**src/rtl/seg_mux_driver.sv**
```systemverilog
`timescale 1ns/1ps
// ----------------------------------------------------------------------------
// seg_mux_driver
//   Drives one digit of a 3-digit multiplexed 7-segment display. The digit
//   rotator supplies a one-hot strobe; every strobe change forces a blank
//   interval (anti-ghosting) before the newly selected digit is driven.
//   Display data is double-buffered: loads land in a pending buffer and are
//   committed to the active buffer only at frame start (strobe -> 3'b001).
//
//   Optional feature macro: LEADING_ZERO_BLANK_EN
//     defined   : suppress segments of leading-zero digits 2 and 1
//     undefined : all digits shown, including leading zeros
//
// Parameters
//   BLANK_CYC   blank length in clocks (0..255, 0 = a single blank cycle)
// Ports
//   i_clk       clock, rising edge
//   rst_n       asynchronous active-low reset
//   i_digit_en  one-hot digit strobe from the rotator
//   i_bcd       three BCD digits, [3:0] = digit 0
//   i_dp        decimal point per digit
//   i_load      one-cycle strobe capturing i_bcd/i_dp into pending
//   o_seg       segments a..g, [0] = a, active-high
//   o_dp        decimal point, active-high
//   o_digit_en  registered digit enable (one-hot or zero)
//   o_load_ack  one-cycle pulse when pending data is committed
// ----------------------------------------------------------------------------
module seg_mux_driver #(
    parameter logic [7:0] BLANK_CYC = 8'd4
) (
    input  logic        i_clk,
    input  logic        rst_n,
    input  logic [2:0]  i_digit_en,
    input  logic [11:0] i_bcd,
    input  logic [2:0]  i_dp,
    input  logic        i_load,
    output logic [6:0]  o_seg,
    output logic        o_dp,
    output logic [2:0]  o_digit_en,
    output logic        o_load_ack
);

    typedef enum logic {ST_BLANK = 1'b0, ST_DRIVE = 1'b1} state_e;

    state_e      state_q;
    logic [7:0]  cnt_q;
    logic [2:0]  en_q;
    logic [11:0] pend_bcd_q, act_bcd_q;
    logic [2:0]  pend_dp_q, act_dp_q;
    logic        pend_q;
    logic [6:0]  seg_q;
    logic        dp_q;
    logic [2:0]  dig_q;
    logic        ack_q;

    function automatic logic [6:0] dec7(input logic [3:0] v);
        case (v)
            4'd0:    dec7 = 7'h3F;
            4'd1:    dec7 = 7'h06;
            4'd2:    dec7 = 7'h5B;
            4'd3:    dec7 = 7'h4F;
            4'd4:    dec7 = 7'h66;
            4'd5:    dec7 = 7'h6D;
            4'd6:    dec7 = 7'h7D;
            4'd7:    dec7 = 7'h07;
            4'd8:    dec7 = 7'h7F;
            4'd9:    dec7 = 7'h6F;
            default: dec7 = 7'h40;   // non-BCD shows a dash
        endcase
    endfunction

    logic       chg, commit;
    logic       lz_d2, lz_d1;
    logic [3:0] nib;
    logic       dp_sel, onehot, lz_blank;
    logic [6:0] seg_d;
    logic       dp_d;
    logic [2:0] dig_d;

    assign chg    = (i_digit_en != en_q);
    // Frame start is the sampled transition to digit 0.
    assign commit = chg && (i_digit_en == 3'b001) && pend_q;

`ifdef LEADING_ZERO_BLANK_EN
    assign lz_d2 = (act_bcd_q[11:8] == 4'h0);
    assign lz_d1 = lz_d2 && (act_bcd_q[7:4] == 4'h0);
`else
    assign lz_d2 = 1'b0;
    assign lz_d1 = 1'b0;
`endif

    // Drive-phase output values for the digit currently held in en_q.
    always_comb begin
        nib      = 4'h0;
        dp_sel   = 1'b0;
        onehot   = 1'b1;
        lz_blank = 1'b0;
        case (en_q)
            3'b001: begin nib = act_bcd_q[3:0];  dp_sel = act_dp_q[0]; end
            3'b010: begin nib = act_bcd_q[7:4];  dp_sel = act_dp_q[1]; lz_blank = lz_d1; end
            3'b100: begin nib = act_bcd_q[11:8]; dp_sel = act_dp_q[2]; lz_blank = lz_d2; end
            default: onehot = 1'b0;
        endcase
        seg_d = (onehot && !lz_blank) ? dec7(nib) : 7'h00;
        dp_d  = onehot & dp_sel;
        dig_d = onehot ? en_q : 3'b000;
    end

    always_ff @(posedge i_clk or negedge rst_n) begin
        if (!rst_n) begin
            state_q    <= ST_BLANK;
            cnt_q      <= 8'd0;
            en_q       <= 3'b000;
            pend_bcd_q <= 12'h000;
            pend_dp_q  <= 3'b000;
            pend_q     <= 1'b0;
            act_bcd_q  <= 12'h000;
            act_dp_q   <= 3'b000;
            seg_q      <= 7'h00;
            dp_q       <= 1'b0;
            dig_q      <= 3'b000;
            ack_q      <= 1'b0;
        end else begin
            en_q  <= i_digit_en;
            ack_q <= commit;

            // Commit takes the old pending contents even if a load coincides.
            if (commit) begin
                act_bcd_q <= pend_bcd_q;
                act_dp_q  <= pend_dp_q;
            end
            if (i_load) begin
                pend_bcd_q <= i_bcd;
                pend_dp_q  <= i_dp;
                pend_q     <= 1'b1;
            end else if (commit) begin
                pend_q     <= 1'b0;
            end

            if (chg) begin
                state_q <= ST_BLANK;
                cnt_q   <= BLANK_CYC;
                seg_q   <= 7'h00;
                dp_q    <= 1'b0;
                dig_q   <= 3'b000;
            end else if (state_q == ST_BLANK) begin
                if (cnt_q == 8'd0) begin
                    // Leaving blank: the first driven value lands on this edge.
                    state_q <= ST_DRIVE;
                    seg_q   <= seg_d;
                    dp_q    <= dp_d;
                    dig_q   <= dig_d;
                end else begin
                    cnt_q   <= cnt_q - 8'd1;
                    seg_q   <= 7'h00;
                    dp_q    <= 1'b0;
                    dig_q   <= 3'b000;
                end
            end else begin
                seg_q <= seg_d;
                dp_q  <= dp_d;
                dig_q <= dig_d;
            end
        end
    end

    assign o_seg      = seg_q;
    assign o_dp       = dp_q;
    assign o_digit_en = dig_q;
    assign o_load_ack = ack_q;

endmodule

```
**config.mk**
```make
export PLATFORM = sky130hd
export DESIGN_NAME = seg_mux_driver
export DESIGN_NICKNAME = d
export VERILOG_FILES = /design/src/rtl/seg_mux_driver.sv
export SDC_FILE = /design/constraint.sdc
export NUM_CORES = 1
export LEC_CHECK = 0
export CAP_MARGIN = 20
export CORE_ASPECT_RATIO = 0.7
export CORE_MARGIN = 2
export CORE_UTILIZATION = 49
export DETAILED_ROUTE_END_ITERATION = 6
export PLACE_DENSITY_LB_ADDON = 0.3
export SETUP_SLACK_MARGIN = 0.02
export SLEW_MARGIN = 0
export SYNTH_ARGS = -nofsm -noshare
export SYNTH_HDL_FRONTEND = slang
export SYNTH_SLANG_ARGS = --single-unit
```
**constraint.sdc**
```tcl
create_clock -name i_clk -period 2.1 [get_ports i_clk]
set_clock_uncertainty 0.05 [all_clocks]
set_input_delay 0.42 -clock i_clk [delete_from_list [all_inputs] [get_ports i_clk]]
set_output_delay 0.42 -clock i_clk [all_outputs]
set_load 0.02 [all_outputs]
```
Word-level counts from Yosys, hierarchy flattened
Memory sizes are Yosys's and may differ from the RTL's.
Cells that the tools add are included.
{ "op_classes": {"n_addsub": 1, "bitwise": 1, "mux": 22, "reduce_logical": 6, "eq_ne": 7} }
{ "op_table": {"columns": ["operator", "n"], "rows": [
  ["$mux 7", 4],
  ["$mux 8", 3],
  ["$mux 3", 4],
  ["$pmux 4 s3", 1],
  ["$mux 1", 9],
  ["$logic_not 8->1", 1],
  ["$sub 8x1->8 const B", 1],
  ["$eq 3x1->1 const B", 2],
  ["$eq 3x2->1 const B", 1],
  ["$eq 3x3->1 const B", 1],
  ["$ne 3x3->1", 1],
  ["$pmux 1 s3", 1],
  ["$reduce_or 3->1", 1],
  ["$logic_and 1x1->1", 2],
  ["$ne 2x1->1 const B", 1],
  ["$ne 2x2->1 const B", 1],
  ["$reduce_and 2->1", 1],
  ["$reduce_bool 2->1", 1],
  ["$and 1x1->1", 1]
]} }
{ "totals": {"word_cells": 50, "memories": 1, "register_bits": 55, "input_bits": 21, "mem_bits_ro": 112} }
{ "memory_table": {"columns": ["memory", "words", "width", "rd", "rd_clocked_by_memory_dff", "wr", "line_no", "text"], "rows": [
  ["(name not given)", 16, 7, 1, 0, 0, "57", "case (v)"]
]} }

Longest topological paths before layout
Gate-level depths: netlist of the first run.
{ "depth": {"word_depth": 7, "mapped_depth": 8, "ltp_nobuf": 8} }

Worst setup path after synthesis of the first run
Ideal clock, no wire load.
{ "synth_path": {"path_kind": "flip-flop to flip-flop", "from": "register en_q[2]", "to": "register seg_q[5], in the netlist o_seg[5]", "t_required_ns": 1.972, "path_slack_ns": -0.042, "stages_incl_launch_ff": 8, "synth_period_minus_slack_ns": 2.142, "n_path_buf": 1, "arrival_time_ns": 2.014, "path_cell_list": "dfrtp_1 > buf_4 > nor4bb_1 > a221oi_1 > inv_1 > ha_1 > or3_1 > a21oi_1"} }
{ "synth_between": {"elab_chain_cells": 7, "word_cells_on_any_way": 12} }
{ "synth_rtl": {"columns": ["item", "line_no", "text"], "rows": [
  ["from (decl)", "47", "logic [2:0] en_q;"],
  ["from (signal assigned)", "124", "en_q <= i_digit_en;"],
  ["$eq 3x3->1 (tied with other cells)", "98", "case (en_q)"],
  ["$pmux 4 s3 or $reduce_or 3->1 (tied branches)", null, null],
  ["$mem_v2 16x7 or $mux 1 (tied branches)", null, null],
  ["$mux 7", "104", "seg_d = (onehot && !lz_blank) ? dec7(nib) : 7'h00;"],
  ["$mux 7", "147", "if (cnt_q == 8'd0) begin"],
  ["$mux 7", "146", "end else if (state_q == ST_BLANK) begin"],
  ["$mux 7 *", "140", "if (chg) begin"],
  ["to (signal assigned)", "150", "seg_q <= seg_d;"],
  ["to (signal assigned)", "160", "seg_q <= seg_d;"],
  ["to (decl)", "51", "logic [6:0] seg_q;"]
]} }
Mark *: on every way between the ends. The rest lies on a longest branch, timed or not.
A chain may end at the register's enable or synchronous reset.

Worst setup path in the final report of the first run
{ "layout_path": {"from": "register en_q[0]", "to": "register seg_q[0], in the netlist o_seg[0]"} }
Same word-level chain as after synthesis.

==> reports/metrics.yaml, run 1 <==
grt_pass1_wl_mm: 8.11
numCtsBuffers: 5
swShare_pct: 25.9
endpoint_kind: "flop"
avgViaCountPerCell: 5.08
power_switching_mw: 0.625
clk_latency_ns: 0.31
finalCriticalPeriod_ns: 2.02
clockBufferDepth: 2
yosysWarnings: 0
yosys-top-cells-area: "dfrtp_1, mux2_2, ha_1"
overflow: 0
cp_max_fo: 9
cts_tree: "done"
area_delta_synth_final_pct: 27.6
syn_nets: 227
die_w_um: 89.1
vias: 1637
yosys.area.top_type: "dfrtp_1"
first_global_vias: 1681
power_mw: 2.41
grt_max_degree: 21
clkSlewWorstSetupHoldPaths_ns: 0.10
p_seq_share_pct: 52.3
die-area_sq_um: 5670
synth_top_area_share_pct: 55.4
tightest_slew_ns: 0.451
netlist_area_sq_um: 2490
wl_met3_um: 192
ant_nets: 0
drtIter0Drc: 67
p_int_mw: 1.79
p_leak_nw: 1.41
status: "finished, final reports clean"
ys_types: 41
worstPathRequired_ns: 2.29
die_h_um: 63.6
multi_input_area_sq_um: 1080
setup_viol: 0
syn_area_per_cell_sq_um: 12.5
synth_ff_type: "dfrtp_1"
grt_setup_unrepaired: "yes"
p_per_area_nw_per_um2: 761
core_sq_um: 4830
io_pins: 33
drc: 0
antenna_found_initial: 0
gp_congestion: 0.874
num_rows: 21
placement.io_buffers: 32
synth_edf_count: 0
synth_cells: 199
antenna_cells: 0
wire_per_inst_um: 14.9
ys_seq_area_share_pct: 55.4
ys_seq_elements: 55
slew_viol_final: 0
drt-pass1-iter-count: 4
place_hpwl_mm: 3.37
hold_viol: 0
critPathArrivalTime_ns: 2.21
met2_length_mm: 2.10
hold_path.class: "reg -> reg"
top_layer_used: "met4"
drive_gt1_share_pct: 29.6
global_route.usage.total_pct: 18.8
whs_ns: 0.464
power_frac_clock_pct: 28.6
h-tree-depth: 2
p_comb_share_pct: 19.1
routed_wirelength_mm: 4.81
clock-sinks: 55
regArea_sq_um: 1380
fmaxAchievable_ghz: 0.494
fill_cells: 378
slew_headroom_pct: 69.7
peakVddDrop_v: 0.000403
initial_core_util_pct: 51.4
start_kind: "flop"
max_cap_viol_count: 0
fin_crit_sh_pct: 96.4
cts-root-buf: "clkbuf_8"
path_class: "reg -> reg"
drt-met1-wl_mm: 2.47
async_flop_share_pct: 100
fin_nets: 281
==> power groups by stage <==
stage | clock network, mW | logic (mW) | registers [mW]
6_report | 0.691 | 0.461 | 1.26
3_3_place_gp | 0 | 0.416 | 1.27
4_1_cts | 0.700 | 0.438 | 1.26
5_1_grt | 0.747 | 0.513 | 1.28
2_1_floorplan | 0 | 0.293 | 1.24
3_5_place_dp | 0 | 0.427 | 1.28
==> routing by layer <==
layer	up-vias	global-route usage, %
li1	796	-
met1	807	28.6
met2	27	27.0
met3	7	4.46
met4	0	5.04
met5	-	0
==> metrics by stage <==
stage                     instances  worst slack [ns]  area [sq um]  setup TNS [ns]  utilization (%)
after floorplan                 199            0.0947          2490               0                -
after global placement          309            0.0370          2970               0             61.4
after detailed placement        309          -0.00809          2970        -0.00809             61.4
after CTS                       317            0.0209          3100               0             64.0
after global routing            322           -0.0117          3170         -0.0117             65.6
final                           322            0.0759          3170               0             65.6
==> flip-flops by register name, summed over array words and instances (netlist names) <==
register,flops
act_bcd_q,12
pend_bcd_q,12
cnt_q,8
o_seg,7
act_dp_q,3
en_q,3
o_digit_en,3
pend_dp_q,3
o_dp,1
o_load_ack,1
pend_q,1
state_q,1
==> placed cells by master (no fill, tap or decap), types with 2 or more instances in the layout <==
cell and count:
or3_1 2, nor3b_1 2, xor2_1 4, nand2_1 7, buf_4 22, nor4b_2 2
clkbuf_8 5, nor2_1 19, clkdlybuf4s50_1 31, nor3_1 2, nand3_1 2, mux2i_1 2
nand3b_1 2, ha_1 7, dfrtp_2 3, mux2_2 31, and2_1 2, nor4_1 2
o21ai_1 2, nor2b_1 5, dfrtp_1 52, a21oi_1 11, xnor2_1 5, nor4bb_4 2
inv_1 7
==> final cells by class <==
class                      count  area share (%)
sequential                    55            43.5
multi-input combinational    128            34.0
timing repair buffer          55            15.5
tap                           69            2.72
clock buffer                   5            2.17
clock inverter                 2            1.18
inverter                       8           0.947
==> critical path: stages, from the launching register on <==
cell,delay [ns]
dfrtp_2,0.46
buf_4,0.20
nor4bb_4,0.30
a221oi_2,0.09
buf_4,0.16
ha_1,0.18
or3_1,0.37
a21oi_1,0.15
==> final timing paths <==
path,from,endpoint,slack [ns],cells after the start
max,en_q[0],o_seg[0],0.08,7
min reg2reg,act_bcd_q[5],act_bcd_q[5],0.46,1
max in group asynchronous,rst_n,en_q[0],0.87,3
max reg2reg,en_q[0],o_seg[0],0.08,7
min,act_bcd_q[5],act_bcd_q[5],0.46,1
min in group asynchronous,rst_n,o_seg[6],0.53,2
==> cell usage after synthesis, types with 2 or more instances <==
cell	count
nor2_1	19
nand3_1	2
nor3_1	2
nand3b_1	2
mux2i_1	2
inv_1	8
nor2b_1	5
nor4_1	2
ha_1	7
clkbuf_1	2
nor4bb_1	2
and2_1	2
buf_4	2
buf_2	2
dfrtp_1	55
xnor2_1	5
nand2_1	7
mux2_2	31
xor2_1	4
o21ai_1	2
a21oi_1	11
or3_1	2
buf_6	2
nor3b_1	2
a221oi_1	2
nor4b_1	2
==> kinds of logic (layout without fill, tap and decap cells) <==
family          Yosys count  count (layout)  share of synthesized area [%]
simple gates             58              58                           14.2
mux                      33              33                           14.8
buf+inv                  16              70                           3.42
fa+ha+maj                 7               7                           3.52
flops                    55              55                           55.4
compound gates           21              21                           5.49
xor+xnor                  9               9                           3.17
==> what timing repair did <==
| item | CTS | global route |
|---|---|---|
| gates resized for setup | 2 | 10 |
| setup buffers | 0 | 5 |
| hold buffers | 1 | 0 |
| pin swaps | 0 | 3 |
| setup endpoints to repair | 1 | 7 |
| endpoints found under the hold margin | 11 | 0 |
Power figures use the tool's default switching activity.
==> inputs of run 2 (changes only) <==
--- a/config.mk
+++ b/config.mk
@@ -8,8 +8,9 @@
 export CAP_MARGIN = 20
 export CORE_ASPECT_RATIO = 0.7
 export CORE_MARGIN = 2
-export CORE_UTILIZATION = 49
+export CORE_UTILIZATION = 56
 export DETAILED_ROUTE_END_ITERATION = 6
+export DONT_BUFFER_PORTS = 1
 export PLACE_DENSITY_LB_ADDON = 0.3
 export SETUP_SLACK_MARGIN = 0.02
 export SLEW_MARGIN = 0
==> reports/metrics.yaml, run 2 (synthesis results as in run 1) <==
final_cell_mix: "dfrtp_1, mux2_2, nor2_1"
io_pins: 33  # unchanged
fin_crit_sh_pct: 95.0  # -1.4 points
die-area_sq_um: 5000  # -12%
path_common_cell: "buf_4"
wire_per_inst_um: 16.6  # +11%
dp_slack_ns: 0.0282  # +0.0363 ns
vias: 1507  # -7.9%
critPathArrivalTime_ns: 2.17  # -0.04 ns
start_kind: "flop"
place_hpwl_mm: 3.23  # -4.3%
hold_viol: 0  # unchanged
final_cells: 269  # -16%
tightest_slew_ns: 0.426  # -0.0250 ns
cpPeakStageDelay_ns: 0.48  # +0.02 ns
area_delta_synth_final_pct: 13.6
overflow: 0  # unchanged
status: "finished, final reports clean"
die_w_um: 83.6  # -6.2%
initial_core_util_pct: 57.8  # +6.3 points
whs_ns: 0.0750  # -0.389 ns
peakVddDrop_v: 0.000495  # +23%
power_frac_clock_pct: 32.3  # +3.7 points
first_global_vias: 1524  # -9.3%
reg.largest.list: "act_bcd_q (12), pend_bcd_q (12), cnt_q (8)"
regArea_sq_um: 1380  # about the same
antenna_found_initial: 0  # unchanged
clockBufferDepth: 2  # unchanged
core_sq_um: 4300  # -11%
multi_input_area_sq_um: 1080  # +0.12%
clkSlewWorstSetupHoldPaths_ns: 0.09  # about the same
grt_max_degree: 56  # +170%
grt_pass1_wl_mm: 7.43  # -8.3%
placement.io_buffers: 0  # -100%
swShare_pct: 23.9  # -2.0 points
final_common_cell: "dfrtp_1"
num_rows: 20  # -4.8%
fin_setup_tns_ns: 0  # unchanged
drtIter0Drc: 88  # +31%
clk_latency_ns: 0.31  # about the same
numCtsBuffers: 5  # unchanged
cts_tree: "done"
setup_viol: 0  # unchanged
p_int_mw: 1.87  # +4.6%
antenna_cells: 0  # unchanged
gp_congestion: 0.866  # -1.0%
fill_cells: 305  # -19%
path_cells: "buf_4, and4bb_1, a221o_1, buf_4, or3_1, a21oi_1"
p_comb_share_pct: 16.1  # -3.0 points
crit_slowest_cell: "dfrtp_2"
placed_cell_area_sq_um: 2600  # -12%
worstPathRequired_ns: 2.28  # about the same
slew_headroom_pct: 71.2  # +1.5 points
cts-root-buf: "clkbuf_8"
p_seq_share_pct: 51.6  # -0.7 points
p_per_area_nw_per_um2: 871  # +14%
h-tree-depth: 2  # unchanged
path_class: "reg -> reg"
clock-sinks: 55  # unchanged
endpoint_kind: "flop"
grt_setup_unrepaired: "yes"
hold_path.class: "in -> reg"
power_switching_mw: 0.588  # -5.9%
max_cap_viol_count: 0  # unchanged
cp_max_fo: 11  # +2
routed_wirelength_mm: 4.47  # -7.1%
global_route.usage.total_pct: 20.1  # +1.2 points
finalCriticalPeriod_ns: 1.99  # -0.0301 ns
fmaxAchievable_ghz: 0.501  # +1.5%
avgViaCountPerCell: 5.60  # +10%
drive_gt1_share_pct: 30.8  # +1.2 points
ant_nets: 0  # unchanged
drt-pass1-iter-count: 5  # +1
timing.final.ws_setup_ns: 0.106  # +0.0301 ns
drc: 0  # unchanged
dp_cells: 258  # -17%
slew_viol_final: 0  # unchanged
final_area_sq_um: 2830  # -11%
fin_nets: 241  # -14%
die_h_um: 59.7  # -6.1%
p_leak_nw: 1.27  # -10%
run 2: cell types whose count changed in the layout (fill, tap and decap cells not counted), sizes merged:
cell           change
buf                -9
clkbuf             +1
bufinv             +1
clkinvlp           -1
clkdlybuf4s50     -31
run 2: area by class of cell:
cell class	count	share of cell area (%)
clock inverter	2	2.13
multi-input combinational	128	38.2
sequential	55	48.8
clock buffer	6	2.57
timing repair buffer	15	4.78
tap	55	2.44
inverter	8	1.06
run 2: through the flow:
stage | util, % | power (mW)
final | 65.6 | 2.46
after global routing | 65.6 | 2.59
after CTS | 64.3 | 2.46
after detailed placement | 60.3 | 1.63
after global placement | 60.3 | 1.60
after floorplan | - | 1.54
run 2: path summary, 6_finish.rpt:
| path | startpoint | to | slack (ns) | cells after the start |
|---|---|---|---|---|
| worst max-delay path | en_q[1] | o_seg[0] | 0.11 | 6 |
| worst min-delay path | i_digit_en[1] | en_q[1] | 0.08 | 0 |
| worst max register to register | en_q[1] | o_seg[0] | 0.11 | 6 |
| worst min register to register | pend_bcd_q[6] | act_bcd_q[6] | 0.46 | 1 |
| max in group asynchronous | rst_n | en_q[2] | 1.14 | 2 |
| min in group asynchronous | rst_n | act_bcd_q[0] | 0.61 | 2 |
run 2: routing by layer:
metal / vias up / global-route usage, % / share of wire, %
met5: - / 0 / 0
met4: 0 / 7.37 / 1.4
met3: 6 / 7.73 / 6.3
met2: 43 / 30.7 / 46
met1: 736 / 26.5 / 47
li1: 722 / - / -
run 2: critical path, delay by kind of cell, from the launching register on:
family / cells / cell delay, ns
AO/OA/AOI/OAI: 2 / 0.45
buffers and inverters: 2 / 0.37
flip-flops: 1 / 0.48
AND/OR/NAND/NOR: 2 / 0.57
run 2: repair_timing:
item / in CTS / in global routing
pin swaps: 0 / 1
setup endpoints to repair: 3 / 6
hold buffers: 2 / 0
setup buffers: 0 / 1
hold endpoints to repair: 55 / 0
resized for setup: 1 / 9
run 2: power by group through the flow:
stage               sequential (mW)  combinational [mW]  clock [mW]
global route                   1.29               0.440       0.869
finish                         1.27               0.396       0.795
global placement               1.28               0.325           0
CTS                            1.27               0.379       0.811
detailed placement             1.29               0.347           0
floorplan                      1.24               0.293           0
==> inputs of run 3 (changes only) <==
--- a/config.mk
+++ b/config.mk
@@ -8,7 +8,7 @@
 export CAP_MARGIN = 20
 export CORE_ASPECT_RATIO = 0.7
 export CORE_MARGIN = 2
-export CORE_UTILIZATION = 56
+export CORE_UTILIZATION = 60
 export DETAILED_ROUTE_END_ITERATION = 6
 export DONT_BUFFER_PORTS = 1
 export PLACE_DENSITY_LB_ADDON = 0.3
==> constraint.sdc (replaced) <==
create_clock -name i_clk -period 2 [get_ports i_clk]
set_clock_uncertainty 0.05 [all_clocks]
set_input_delay 0.4 -clock i_clk [delete_from_list [all_inputs] [get_ports i_clk]]
set_output_delay 0.4 -clock i_clk [all_outputs]
set_load 0.02 [all_outputs]
==> reports/metrics.yaml, run 3 (synthesis results as in run 1) <==
gp_congestion: 0.809  # -6.6%
placement.io_buffers: 0  # unchanged
slew_headroom_pct: 74.8  # +3.6 points
tightest_slew_ns: 0.374  # -0.0514 ns
max_cap_viol_count: 0  # unchanged
worstPathRequired_ns: 2.19  # -0.09 ns
numCtsBuffers: 5  # unchanged
avgViaCountPerCell: 5.68  # +1.4%
cts-root-buf: "clkbuf_8"
clk_latency_ns: 0.31  # about the same
p_comb_share_pct: 19.4  # +3.3 points
drt-met1-wl_mm: 2.00  # -3.9%
p_leak_nw: 1.30  # +2.9%
h-tree-depth: 2  # unchanged
die-area_sq_um: 4680  # -6.3%
path_class: "reg -> reg"
reg.largest.list: "act_bcd_q (12), pend_bcd_q (12), cnt_q (8)"
antenna_cells: 0  # unchanged
clock-sinks: 55  # unchanged
antenna_found_initial: 0  # unchanged
num_rows: 19  # -5.0%
power_mw: 2.42  # -1.6%
grt_pass1_wl_mm: 8.12  # +9.3%
power_frac_clock_pct: 25.5  # -6.8 points
overflow: 0  # unchanged
start_kind: "flop"
p_per_area_nw_per_um2: 832  # -4.5%
status: "finished, final reports clean"
drive_gt1_share_pct: 37.4  # +6.5 points
global_route.usage.total_pct: 23.7  # +3.7 points
drc: 0  # unchanged
initial_core_util_pct: 63.0  # +5.2 points
whs_ns: 0.0520  # -0.0231 ns
regArea_sq_um: 1380  # unchanged
fin_crit_sh_pct: 98.5  # +3.5 points
place_hpwl_mm: 3.33  # +3.0%
critPathArrivalTime_ns: 2.16  # about the same
setup_viol: 0  # unchanged
slew_viol_final: 0  # unchanged
fin_nets: 249  # +3.3%
first_global_vias: 1675  # +9.9%
multi_input_area_sq_um: 1120  # +3.8%
core_sq_um: 3950  # -8.3%
cts_tree: "done"
fmaxAchievable_ghz: 0.508  # +1.2%
drtIter0Drc: 77  # -13%
swShare_pct: 27.9  # +4.0 points
area_delta_synth_final_pct: 17.1
fill_cells: 247  # -19%
final_area_sq_um: 2910  # +3.0%
hold_viol: 0  # unchanged
grt_max_degree: 56  # unchanged
wire_per_inst_um: 18.2  # +9.4%
io_pins: 33  # unchanged
peakVddDrop_v: 0.000679  # +37%
power_switching_mw: 0.675  # +15%
wl_met3_um: 264  # -6.7%
die_h_um: 57.9  # -3.2%
placed_cell_area_sq_um: 2620  # +1.1%
grt_setup_unrepaired: "yes"
drt-pass1-iter-count: 4  # -1
top_layer_used: "met4"
vias: 1557  # +3.3%
ant_nets: 0  # unchanged
met2_length_mm: 2.67  # +31%
endpoint_kind: "flop"
final_common_cell: "dfrtp_1"
clockBufferDepth: 2  # unchanged
routed_wirelength_mm: 4.98  # +11%
die_w_um: 80.9  # -3.2%
hold_path.class: "in -> reg"
p_seq_share_pct: 55.1  # +3.5 points
final_cell_mix: "dfrtp_1, mux2_2, nor2_1"
p_int_mw: 1.75  # -6.7%
clkSlewWorstSetupHoldPaths_ns: 0.10  # about the same
finalCriticalPeriod_ns: 1.97  # -0.0244 ns
cp_max_fo: 6  # -5
run 3: through the flow:
stage / instances / TNS (ns) / utilization [%] / setup WS [ns]
5_1_grt: 274 / -0.136 / 73.7 / -0.0443
2_1_floorplan: 199 / 0 / - / 0.0338
4_1_cts: 269 / 0 / 71.1 / 0.0329
6_report: 274 / 0 / 73.7 / 0.0304
3_5_place_dp: 256 / -0.117 / 66.5 / -0.0867
3_3_place_gp: 256 / 0 / 66.5 / 0.0269
run 3: critical path: stages, from the launching register on:
cell      delay, ns
dfrtp_2        0.48
buf_6          0.16
nor4bb_4       0.34
a221oi_4       0.09
buf_4          0.17
ha_1           0.17
or3_4          0.32
a21oi_2        0.11
run 3: worst paths after layout:
check                               from            to  slack (ns)  cells past startpoint
min in group asynchronous          rst_n       en_q[2]        0.55                      2
hold / removal             i_digit_en[1]       en_q[1]        0.05                      0
setup / recovery                 en_q[1]      o_seg[0]        0.03                      7
max in group asynchronous          rst_n       en_q[1]        1.13                      2
hold reg to reg             act_bcd_q[4]  act_bcd_q[4]        0.46                      1
setup reg to reg                 en_q[1]      o_seg[0]        0.03                      7
run 3: metal layers:
metal	global-route usage, %	up-vias
li1	-	732
met1	27.6	774
met2	42.5	45
met3	6.85	6
met4	7.75	0
met5	0	-
run 3: power by group through the flow:
| stage | clock (mW) | sequential, mW | combinational, mW |
|---|---|---|---|
| after CTS | 0.629 | 1.33 | 0.428 |
| after detailed placement | 0 | 1.35 | 0.380 |
| after floorplan | 0 | 1.31 | 0.312 |
| after global routing | 0.669 | 1.35 | 0.522 |
| after global placement | 0 | 1.34 | 0.358 |
| final | 0.617 | 1.33 | 0.470 |
run 3: layout make-up:
class                      count  area share (%)
timing repair buffer          23            7.65
tap                           52            2.24
inverter                       8            1.03
clock inverter                 3           0.817
multi-input combinational    128            38.5
sequential                    55            47.4
clock buffer                   5            2.36
run 3: what timing repair did:
action                                  CTS  global route
resized for setup                         6            16
hold buffers                              2             0
endpoints found under the setup margin    3             7
buffers inserted                          3             5
gates cloned                              0             0
pin swaps                                 1             7
endpoints found under the hold margin    55             0
